File: config.mk
export PLATFORM = sky130hd
export DESIGN_NAME = bram_read_scheduler
export DESIGN_NICKNAME = d
export VERILOG_FILES = /design/src/rtl/bram_read_scheduler_pkg.sv /design/src/rtl/bram_read_scheduler_rr_arbiter.sv /design/src/rtl/bram_read_scheduler.sv
export SDC_FILE = /design/constraint.sdc
export NUM_CORES = 1
export LEC_CHECK = 0
export CAP_MARGIN = 20
export CORE_ASPECT_RATIO = 0.6
export CORE_MARGIN = 4
export CORE_UTILIZATION = 25
export CTS_BUF_LIST = sky130_fd_sc_hd__clkbuf_4
export DETAILED_ROUTE_END_ITERATION = 10
export PLACE_DENSITY_LB_ADDON = 0.2
export SETUP_SLACK_MARGIN = 0.3
export SLEW_MARGIN = 5
export SYNTH_ARGS = -nofsm -noshare
export SYNTH_HDL_FRONTEND = slang
export SYNTH_SLANG_ARGS = --single-unit
File: constraint.sdc
create_clock -name clk -period 3.79 [get_ports clk]
set_input_delay 0.379 -clock clk [delete_from_list [all_inputs] [get_ports clk]]
set_output_delay 0.379 -clock clk [all_outputs]
set_load 0.02 [all_outputs]
File: src/rtl/bram_read_scheduler_pkg.sv
// Shared definitions for the BRAM read scheduler and the loaders that use it.
// Region bases live here so loaders and the top level agree on addresses.
package bram_read_scheduler_pkg;

    localparam int DEF_N_REQ      = 4;
    localparam int DEF_W          = 8;
    localparam int DEF_ADDR_WIDTH = 18;
    localparam int DEF_LEN_WIDTH  = 12;
    localparam int DEF_RD_LAT     = 2;

    typedef enum logic [1:0] {
        ST_IDLE   = 2'd0,
        ST_ISSUE  = 2'd1,
        ST_DRAIN  = 2'd2,
        ST_FINISH = 2'd3
    } state_t;

    localparam int unsigned WEIGHT_BASE = 0;
    localparam int unsigned BIAS_BASE   = 147512;

    function automatic int ptr_width(input int n);
        return (n > 1) ? $clog2(n) : 1;
    endfunction

endpackage

File: src/rtl/bram_read_scheduler_rr_arbiter.sv
// Combinational round-robin pick: first requester at or after the pointer.
// Produces a one-hot grant, its index and an any-request flag.
module bram_read_scheduler_rr_arbiter
    import bram_read_scheduler_pkg::*;
#(
    parameter int N_REQ = DEF_N_REQ,
    parameter int PW    = ptr_width(DEF_N_REQ)
) (
    input  logic [N_REQ-1:0] i_req,
    input  logic [PW-1:0]    i_ptr,
    output logic [N_REQ-1:0] o_grant,
    output logic [PW-1:0]    o_idx,
    output logic             o_any
);

    logic w_found;

    always_comb begin
        o_grant = '0;
        o_idx   = '0;
        w_found = 1'b0;
        for (int k = 0; k < N_REQ; k++) begin
            if (!w_found && i_req[(int'(i_ptr) + k) % N_REQ]) begin
                w_found = 1'b1;
                o_grant[(int'(i_ptr) + k) % N_REQ] = 1'b1;
                o_idx = PW'((int'(i_ptr) + k) % N_REQ);
            end
        end
        o_any = w_found;
    end

endmodule

File: src/rtl/bram_read_scheduler.sv
// Shares one read-only BRAM port among several loader clients, serving one
// sequential burst at a time in round-robin order and streaming bytes back.
module bram_read_scheduler
    import bram_read_scheduler_pkg::*;
#(
    parameter int N_REQ      = DEF_N_REQ,
    parameter int W          = DEF_W,
    parameter int ADDR_WIDTH = DEF_ADDR_WIDTH,
    parameter int LEN_WIDTH  = DEF_LEN_WIDTH,
    parameter int RD_LAT     = DEF_RD_LAT
) (
    input  logic                          clk,
    input  logic                          rst,
    input  logic [N_REQ-1:0]              req,
    input  logic [N_REQ*ADDR_WIDTH-1:0]   req_base,
    input  logic [N_REQ*LEN_WIDTH-1:0]    req_len,
    output logic [N_REQ-1:0]              grant,
    output logic                          data_valid,
    output logic [LEN_WIDTH-1:0]          data_idx,
    output logic [W-1:0]                  data_out,
    output logic [N_REQ-1:0]              done,
    output logic                          busy,
    output logic                          bram_en,
    output logic                          bram_ren,
    output logic [ADDR_WIDTH-1:0]         bram_addr,
    input  logic [W-1:0]                  bram_dout
);

    localparam int PW = ptr_width(N_REQ);

    state_t                r_state;
    logic [PW-1:0]         r_ptr;
    logic [PW-1:0]         r_gidx;
    logic [N_REQ-1:0]      r_grant;
    logic [N_REQ-1:0]      r_done;
    logic [LEN_WIDTH-1:0]  r_len;
    logic [LEN_WIDTH-1:0]  r_cnt;
    logic [ADDR_WIDTH-1:0] r_addr;
    logic                  r_ren;
    logic [RD_LAT-1:0]     r_vld;
    logic [LEN_WIDTH-1:0]  r_idx [RD_LAT];

    logic [N_REQ-1:0]      w_pick;
    logic [PW-1:0]         w_pidx;
    logic                  w_any;
    logic [ADDR_WIDTH-1:0] w_base;
    logic [LEN_WIDTH-1:0]  w_len;
    logic [RD_LAT-1:0]     w_vld_nxt;

    bram_read_scheduler_rr_arbiter #(
        .N_REQ (N_REQ),
        .PW    (PW)
    ) u_arb (
        .i_req   (req),
        .i_ptr   (r_ptr),
        .o_grant (w_pick),
        .o_idx   (w_pidx),
        .o_any   (w_any)
    );

    assign w_base    = req_base[w_pidx*ADDR_WIDTH +: ADDR_WIDTH];
    assign w_len     = req_len[w_pidx*LEN_WIDTH +: LEN_WIDTH];
    // Delay line contents one cycle ahead, no new reads entering in DRAIN.
    assign w_vld_nxt = r_vld << 1;

    always_ff @(posedge clk) begin
        if (rst) begin
            r_state <= ST_IDLE;
            r_ptr   <= '0;
            r_gidx  <= '0;
            r_grant <= '0;
            r_done  <= '0;
            r_len   <= '0;
            r_cnt   <= '0;
            r_addr  <= '0;
            r_ren   <= 1'b0;
            r_vld   <= '0;
            for (int k = 0; k < RD_LAT; k++) begin
                r_idx[k] <= '0;
            end
        end else begin
            r_vld    <= (r_vld << 1) | RD_LAT'(r_ren);
            r_idx[0] <= r_ren ? r_cnt : '0;
            for (int k = 1; k < RD_LAT; k++) begin
                r_idx[k] <= r_idx[k-1];
            end
            r_done <= '0;
            unique case (r_state)
                ST_IDLE: begin
                    r_grant <= '0;
                    if (w_any) begin
                        r_grant <= w_pick;
                        r_gidx  <= w_pidx;
                        r_len   <= w_len;
                        r_cnt   <= '0;
                        if (w_len != '0) begin
                            r_state <= ST_ISSUE;
                            r_ren   <= 1'b1;
                            r_addr  <= w_base;
                        end else begin
                            r_state <= ST_FINISH;
                            r_done  <= w_pick;
                        end
                    end
                end
                ST_ISSUE: begin
                    if (r_cnt == r_len - LEN_WIDTH'(1)) begin
                        r_state <= ST_DRAIN;
                        r_ren   <= 1'b0;
                        r_addr  <= '0;
                    end else begin
                        r_cnt  <= r_cnt + LEN_WIDTH'(1);
                        r_addr <= r_addr + ADDR_WIDTH'(1);
                    end
                end
                ST_DRAIN: begin
                    if (w_vld_nxt == '0) begin
                        r_state <= ST_FINISH;
                        r_done  <= r_grant;
                    end
                end
                ST_FINISH: begin
                    r_state <= ST_IDLE;
                    r_ptr   <= (r_gidx == PW'(N_REQ - 1)) ? '0
                                                          : r_gidx + PW'(1);
                end
                default: r_state <= ST_IDLE;
            endcase
        end
    end

    assign grant      = r_grant;
    assign done       = r_done;
    assign busy       = (r_state != ST_IDLE);
    assign bram_ren   = r_ren;
    assign bram_en    = r_ren | (|r_vld);
    assign bram_addr  = r_addr;
    assign data_valid = r_vld[RD_LAT-1];
    assign data_idx   = r_idx[RD_LAT-1];
    assign data_out   = bram_dout;

endmodule

== Yosys cells after proc, flatten, opt, wreduce, memory -nomap -nowiden ==
Memory sizes are Yosys's and may differ from the RTL's.
Cells that the tools add are included.
Storage, ports and cells
  output and inout bits: 50
  memories kept: 1
  memory bits (read-only): 0
  logic and storage cells: 133
  memory bits (writable): 24
  register bits after elaboration: 59
  latch bits: 0
Operators by class
  equality and inequality tests: 10
  shifts and indexed selects: 2
  add/sub/neg operators: 7
  reductions and logical operators: 24
  multiplexer cells: 59
  multipliers: 2
  div/mod/pow operators: 0
  $lt $le $gt $ge: 8
  bitwise operators: 10
Memories
  r_idx: depth 2, bits a word 12, read ports 2, clocked after memory_dff 0, write ports 2, line bram_read_scheduler.sv:41  | logic [LEN_WIDTH-1:0] r_idx [RD_LAT];
Operators with widths (number)
  $shiftx A72 B8 Y18: 1
  $mux W12: 5
  $mux W18: 3
  $shiftx A48 B7 Y12: 1
  $pmux W18 S2: 1
  $mux W4: 8
  $pmux W12 S2: 1
  $mux W1: 21
  $add A18 B1 Y18 const B: 1
  $mux W2: 9
  $add A12 B1 Y12 const B: 1
  $eq A12 B12 Y1: 1
  $lt A3 B4 Y1 const B: 3
  $or A4 B4 Y4: 3
  $reduce_bool A12 Y1: 1
  $sub A12 B1 Y12 const B: 1
  $ge A3 B1 Y1 const B: 3
  $reduce_and A3 Y1: 3
  $bmux W1 S2: 4
  $demux W1 S2: 4
  $ne A2 B2 Y1 const B: 4
  $pmux W2 S4: 1
  $pmux W4 S2: 1
  $reduce_or A2 Y1: 4
  other kinds (19): 37

== Depth between registers and ports, before layout ==
  word-level depth: 20
  depth in mapped cells: 17

== Modules after synthesis ==
From an unflattened synthesis, not the netlist that was laid out.
Unflattened totals
  cell total of the unflattened synthesis: 567
  area total of the unflattened synthesis: 5321.4 sq um
Modules (own cells, without submodules)
  bram_read_scheduler: area each 4898.4 sq um, cells each 522, times used 1, seq. area each 1661.6 sq um
  bram_read_scheduler_rr_arbiter: area each 422.9 sq um, cells each 45, times used 1, seq. area each 0.0 sq um

== Least setup slack after synthesis ==
OpenSTA, ideal clock, no wires.
  path type: flip-flop to flip-flop
  start point: register r_ptr[0]
  end point: register r_addr[10] (netlist: bram_addr[10])
  data required time: 3.652 ns
  cell stages (with the launch flop): 17
  setup time: 0.138 ns
  arrival: 3.909 ns
  setup slack: -0.257 ns
  cells stage by stage: dfxtp_1 > buf_6 > inv_1 > clkbuf_1 > ha_1 > buf_2 > mux4_2 > nand2b_1 > buf_2 > mux2i_1 > a2111oi_0 > a32o_1 > o221ai_2 > o31a_4 > nor2_2 > buf_6 > o32ai_2
On the way
  longest elaborated chain between the ends: 17
  elaborated cells between the ends (all ways): 39
  classes of those cells: add/sub: 3; mul: 2; eq/ne: 2; shift: 2; mux: 22; reduce/logical: 8
RTL lines
  from (decl): line bram_read_scheduler.sv:32  | logic [PW-1:0] r_ptr;
  from (signal assigned): line bram_read_scheduler.sv:124  | r_ptr <= (r_gidx == PW'(N_REQ - 1)) ? '0
  $add A2 B1 Y2 or $bmux W1 S2 (tied branches): line bram_read_scheduler_rr_arbiter.sv:23, bram_read_scheduler_rr_arbiter.sv:26
  $bmux W1 S2 or $mux W1 (tied branches): line bram_read_scheduler_rr_arbiter.sv:23  | if (!w_found && i_req[(int'(i_ptr) + k) % N_REQ]) begin
  $mux W1 (not written as such): line bram_read_scheduler_rr_arbiter.sv:23
  $mux W1 (not written as such) or $logic_not A1 Y1 (tied branches): line bram_read_scheduler_rr_arbiter.sv:23
  $logic_and A1 B1 Y1: line bram_read_scheduler_rr_arbiter.sv:23
  $mux W1: line bram_read_scheduler_rr_arbiter.sv:23
  $logic_not A1 Y1: line bram_read_scheduler_rr_arbiter.sv:23
  $logic_and A1 B1 Y1: line bram_read_scheduler_rr_arbiter.sv:23
  $mux W1: line bram_read_scheduler_rr_arbiter.sv:23
  $logic_not A1 Y1: line bram_read_scheduler_rr_arbiter.sv:23
  $logic_and A1 B1 Y1: line bram_read_scheduler_rr_arbiter.sv:23
  $mux W2: line bram_read_scheduler_rr_arbiter.sv:23
  $mul A2 B4 Y6 or $mul A2 B2 Y4 (tied branches): line bram_read_scheduler.sv:61, bram_read_scheduler.sv:62
  $shiftx A72 B8 Y18 or $shiftx A48 B7 Y12 (tied branches): line bram_read_scheduler.sv:61, bram_read_scheduler.sv:62
  $mux W18 or $reduce_bool A12 Y1 (tied branches): line bram_read_scheduler.sv:96  | if (w_len != '0) begin
  $mux W18 or $ne A2 B2 Y1 (tied branches)
  $pmux W18 S2 or $reduce_and A3 Y1 (tied branches)
  to (signal assigned): line bram_read_scheduler.sv:99  | r_addr <= w_base;
  to (signal assigned): line bram_read_scheduler.sv:113  | r_addr <= r_addr + ADDR_WIDTH'(1);
  to (decl): line bram_read_scheduler.sv:38  | logic [ADDR_WIDTH-1:0] r_addr;
Several ways; a longest one is shown, not always the timed one. The select of a mux whose other input is x is not followed.
A chain may end at the register's enable or synchronous reset.

== Worst setup path after layout ==
  start point: register r_ptr[0]
  end point: register r_addr[2] (netlist: bram_addr[2])
The elaborated chain is that of the path after synthesis.

==> impl_metrics.yaml <==
sta:
  setup_viol: 0
  rsz0062_at_grt: "true"
  fin_worst_skew_ns: 0.0257
  max_slew_margin: 0.378
  period_share: 0.922
  hold_violations: 0
  min_period_ns: 3.50
  slew_viol_final: 0
  worst_pin_slew_ns: 0.924
  whs_ns: 0.446
  timing.fmax_mhz: 286
clock_tree:
  clkLatencyLatePin_ns: 0.47
  cts_tree: "yes"
  htreeDepth: 3
  cts_buffer_depth: 2
  numCtsBuffers: 9
  clk_pin_slew_ns: 0.15
  numClockSinks: 83
  root_buffer: "clkbuf_4"
  cts_hold_buffers: 0
global_route:
  grt_start_max_net_pins: 66
  grt.total_usage: 0.172
  grt_pass1_vias: 6360
  grt_overflow: 0
  busiest_layer: "met1"
  grt_util_met3: 0.0521
  met1_usage: 0.256
  grt_pass1_wl_microns: 37400
  use_met2: 0.249
  antenna_found_initial: 1
setup_path:
  setup.worst_path.class: "reg -> reg"
  critPathRequiredTime_ns: 4.11
  end_kind: "register"
  worstPathArrival_ns: 3.82
  critPathLaunchType: "register"
  critPathBufInv: 3
  critPathMaxFanout: 6
  crit_family: "compound AO/OA/AOI/OAI gates"
  slowest_delay_ns: 0.59
  cp_cell_sequence: "inv_6 > ha_4 > buf_4 > mux2i_4 > or4_4 > and2_4 > o22a_1 > a211oi_2 > o221ai_4 > o31a_4 > nor2_4 > buf_12 > o32ai_1"
  cpMaxStageDelayCell: "or4_4"
placed_design:
  hpwlAfterDp_microns: 19200
  gp_congestion: 0.912
  placed_area_sq_um: 8510
  port-buffer-count: 167
  dp_cells: 1304
route:
  num_vias: 6847
  final_antenna_net_count: 0
  drt_iter0_drc: 532
  drt_pre_antenna_iters: 5
  drc: 0
  routedWlPerCell_microns: 18.6
  viasPerCell: 5.15
  routed_wl_microns: 24700
floorplan:
  num_rows: 44
  coreArea_sq_um: 24300
  initial_core_util: 0.256
  die_h_microns: 130
  boundaryPins: 184
  die_w_microns: 212
  fp.dieArea_sq_um: 27600
power_and_ir_drop:
  p_leak_uw: 0.00330
  p_per_area_nw_per_um2: 603
  power_uw: 5380
  ir_worst_vdd_mv: 0.267
synth:
  netlist_top_cells_area: "dfxtp_1, nand2_1, nand3_1"
  postSynthAreaPerCell_sq_um: 7.51
  syn_area_sq_um: 6220
  syn_inst: 828
  yosysTopAreaCellShare: 0.267
  synth-edff-count: 0
  ys_seq_area_frac: 0.267
  synth_nets: 977
  synthArstFlopShare: 0
  synthFlopType: "dfxtp_1"
  yosysWarnings: 0
  ys_ff_latch: 83
  synth_top_cell_by_area: "dfxtp_1"
  ys_types: 76
layout:
  stdcell_count: 1330
  synthToLayoutAreaGrowth_pct: 43.4
  antenna_cells: 0
  finish.utilization: 0.367
  drive_above_1_share: 0.148
  fin_area_sq_um: 8920
  fill_cells: 2584
  nets: 1152
job:
  max_cap_violations: 0
run_status:
  outcome: "finished, final reports clean"
min_path:
  min_path_type: "reg -> reg"
-- kinds of logic (layout without fill, tap and decap cells) --
| kind of cell | count (synthesis) | in the layout | share of synthesized area |
|---|---|---|---|
| buf+inv | 106 | 285 | 0.0802 |
| compound gates | 197 | 197 | 0.244 |
| mux | 31 | 31 | 0.0567 |
| simple gates | 373 | 374 | 0.290 |
| fa+ha+maj | 15 | 15 | 0.0302 |
| xor+xnor | 23 | 23 | 0.0324 |
| flops | 83 | 83 | 0.267 |
-- repair_timing --
action                                  CTS  global route
endpoints found under the setup margin   20            21
cloned                                    0             2
resized for setup                        16            20
pin swaps                                 7             8
setup buffers                             0             8
-- flip-flops by register name, summed over array words and instances (netlist names) --
name and flops:
done 4, bram_addr 18, r_len 12, r_gidx 2, r_cnt 12, bram_ren 1, grant 4, r_vld 2
r_idx 24, r_ptr 2, r_state 2
-- synth_stat cells, types with 8 or more instances --
| cell | number |
|---|---|
| nand2_1 | 125 |
| dfxtp_1 | 83 |
| nor2_1 | 67 |
| nand3_1 | 52 |
| clkbuf_1 | 47 |
| a21oi_1 | 44 |
| inv_1 | 27 |
| nor3_1 | 27 |
| o21ai_0 | 26 |
| mux2i_1 | 24 |
| and3_1 | 21 |
| buf_4 | 21 |
| nor2b_1 | 18 |
| xnor2_1 | 16 |
| ha_1 | 15 |
| and2_1 | 13 |
| a211oi_1 | 12 |
| a311oi_1 | 11 |
| nand2b_1 | 11 |
| nor4_1 | 10 |
| a2111oi_0 | 8 |
| o32ai_2 | 8 |
-- metrics by stage --
stage,setup TNS (ns),worst slack [ns]
finish,0,0.294
global route,0,0.150
CTS,0,0.272
detailed placement,-1.09,-0.0913
global placement,-0.974,-0.0952
floorplan,0,0.171
-- report_power, final --
part / switching, uW / internal (uW) / total (uW)
registers: 277 / 1070 / 1350
clock network: 366 / 154 / 520
logic: 1970 / 1540 / 3510
total: 2610 / 2760 / 5380
-- path summary, 6_finish.rpt --
kind                                              from                        end  slack, ns  depth (start not counted)
worst max-delay path             r_ptr[0]$_SDFFE_PP0N_  bram_addr[2]$_SDFFE_PP0P_       0.29                         13
worst min-delay path            r_idx[0][3]$_SDFF_PP0_    r_idx[0][15]$_SDFF_PP0_       0.45                          1
worst max register to register   r_ptr[0]$_SDFFE_PP0N_  bram_addr[2]$_SDFFE_PP0P_       0.29                         13
worst min register to register  r_idx[0][3]$_SDFF_PP0_    r_idx[0][15]$_SDFF_PP0_       0.45                          1
-- per-layer routing --
layer | share of wire | vias up
li1 | - | 3341
met1 | 0.50 | 3210
met2 | 0.41 | 273
met3 | 0.086 | 21
met4 | 0.0083 | 2
met5 | 0.00081 | -
-- cell type report --
cell class / instances / area, sq um / share of cell area
Clock buffer: 9 / 67.6 / 0.00757
Clock inverter: 7 / 71.3 / 0.00799
Inverter: 28 / 110 / 0.0123
Multi-Input combinational cell: 640 / 4300 / 0.482
Sequential cell: 83 / 1670 / 0.187
Tap cell: 322 / 403 / 0.0452
Timing Repair Buffer: 241 / 2300 / 0.258
-- cell usage in the layout (no fill, tap or decap), types with 10 or more instances in the layout --
| master | instances |
|---|---|
| nor4_1 | 10 |
| nand3_1 | 51 |
| mux2i_1 | 23 |
| inv_1 | 25 |
| buf_4 | 64 |
| nand2b_1 | 10 |
| o21ai_0 | 26 |
| nor3_1 | 27 |
| ha_1 | 14 |
| a311oi_1 | 11 |
| nor2_1 | 67 |
| nor2b_1 | 17 |
| and2_1 | 13 |
| clkdlybuf4s50_1 | 166 |
| dfxtp_1 | 81 |
| a211oi_1 | 12 |
| and3_1 | 21 |
| nand2_1 | 124 |
| xnor2_1 | 16 |
| a21oi_1 | 42 |
| clkbuf_4 | 10 |
Note: power is estimated with default switching activity, not from simulation.
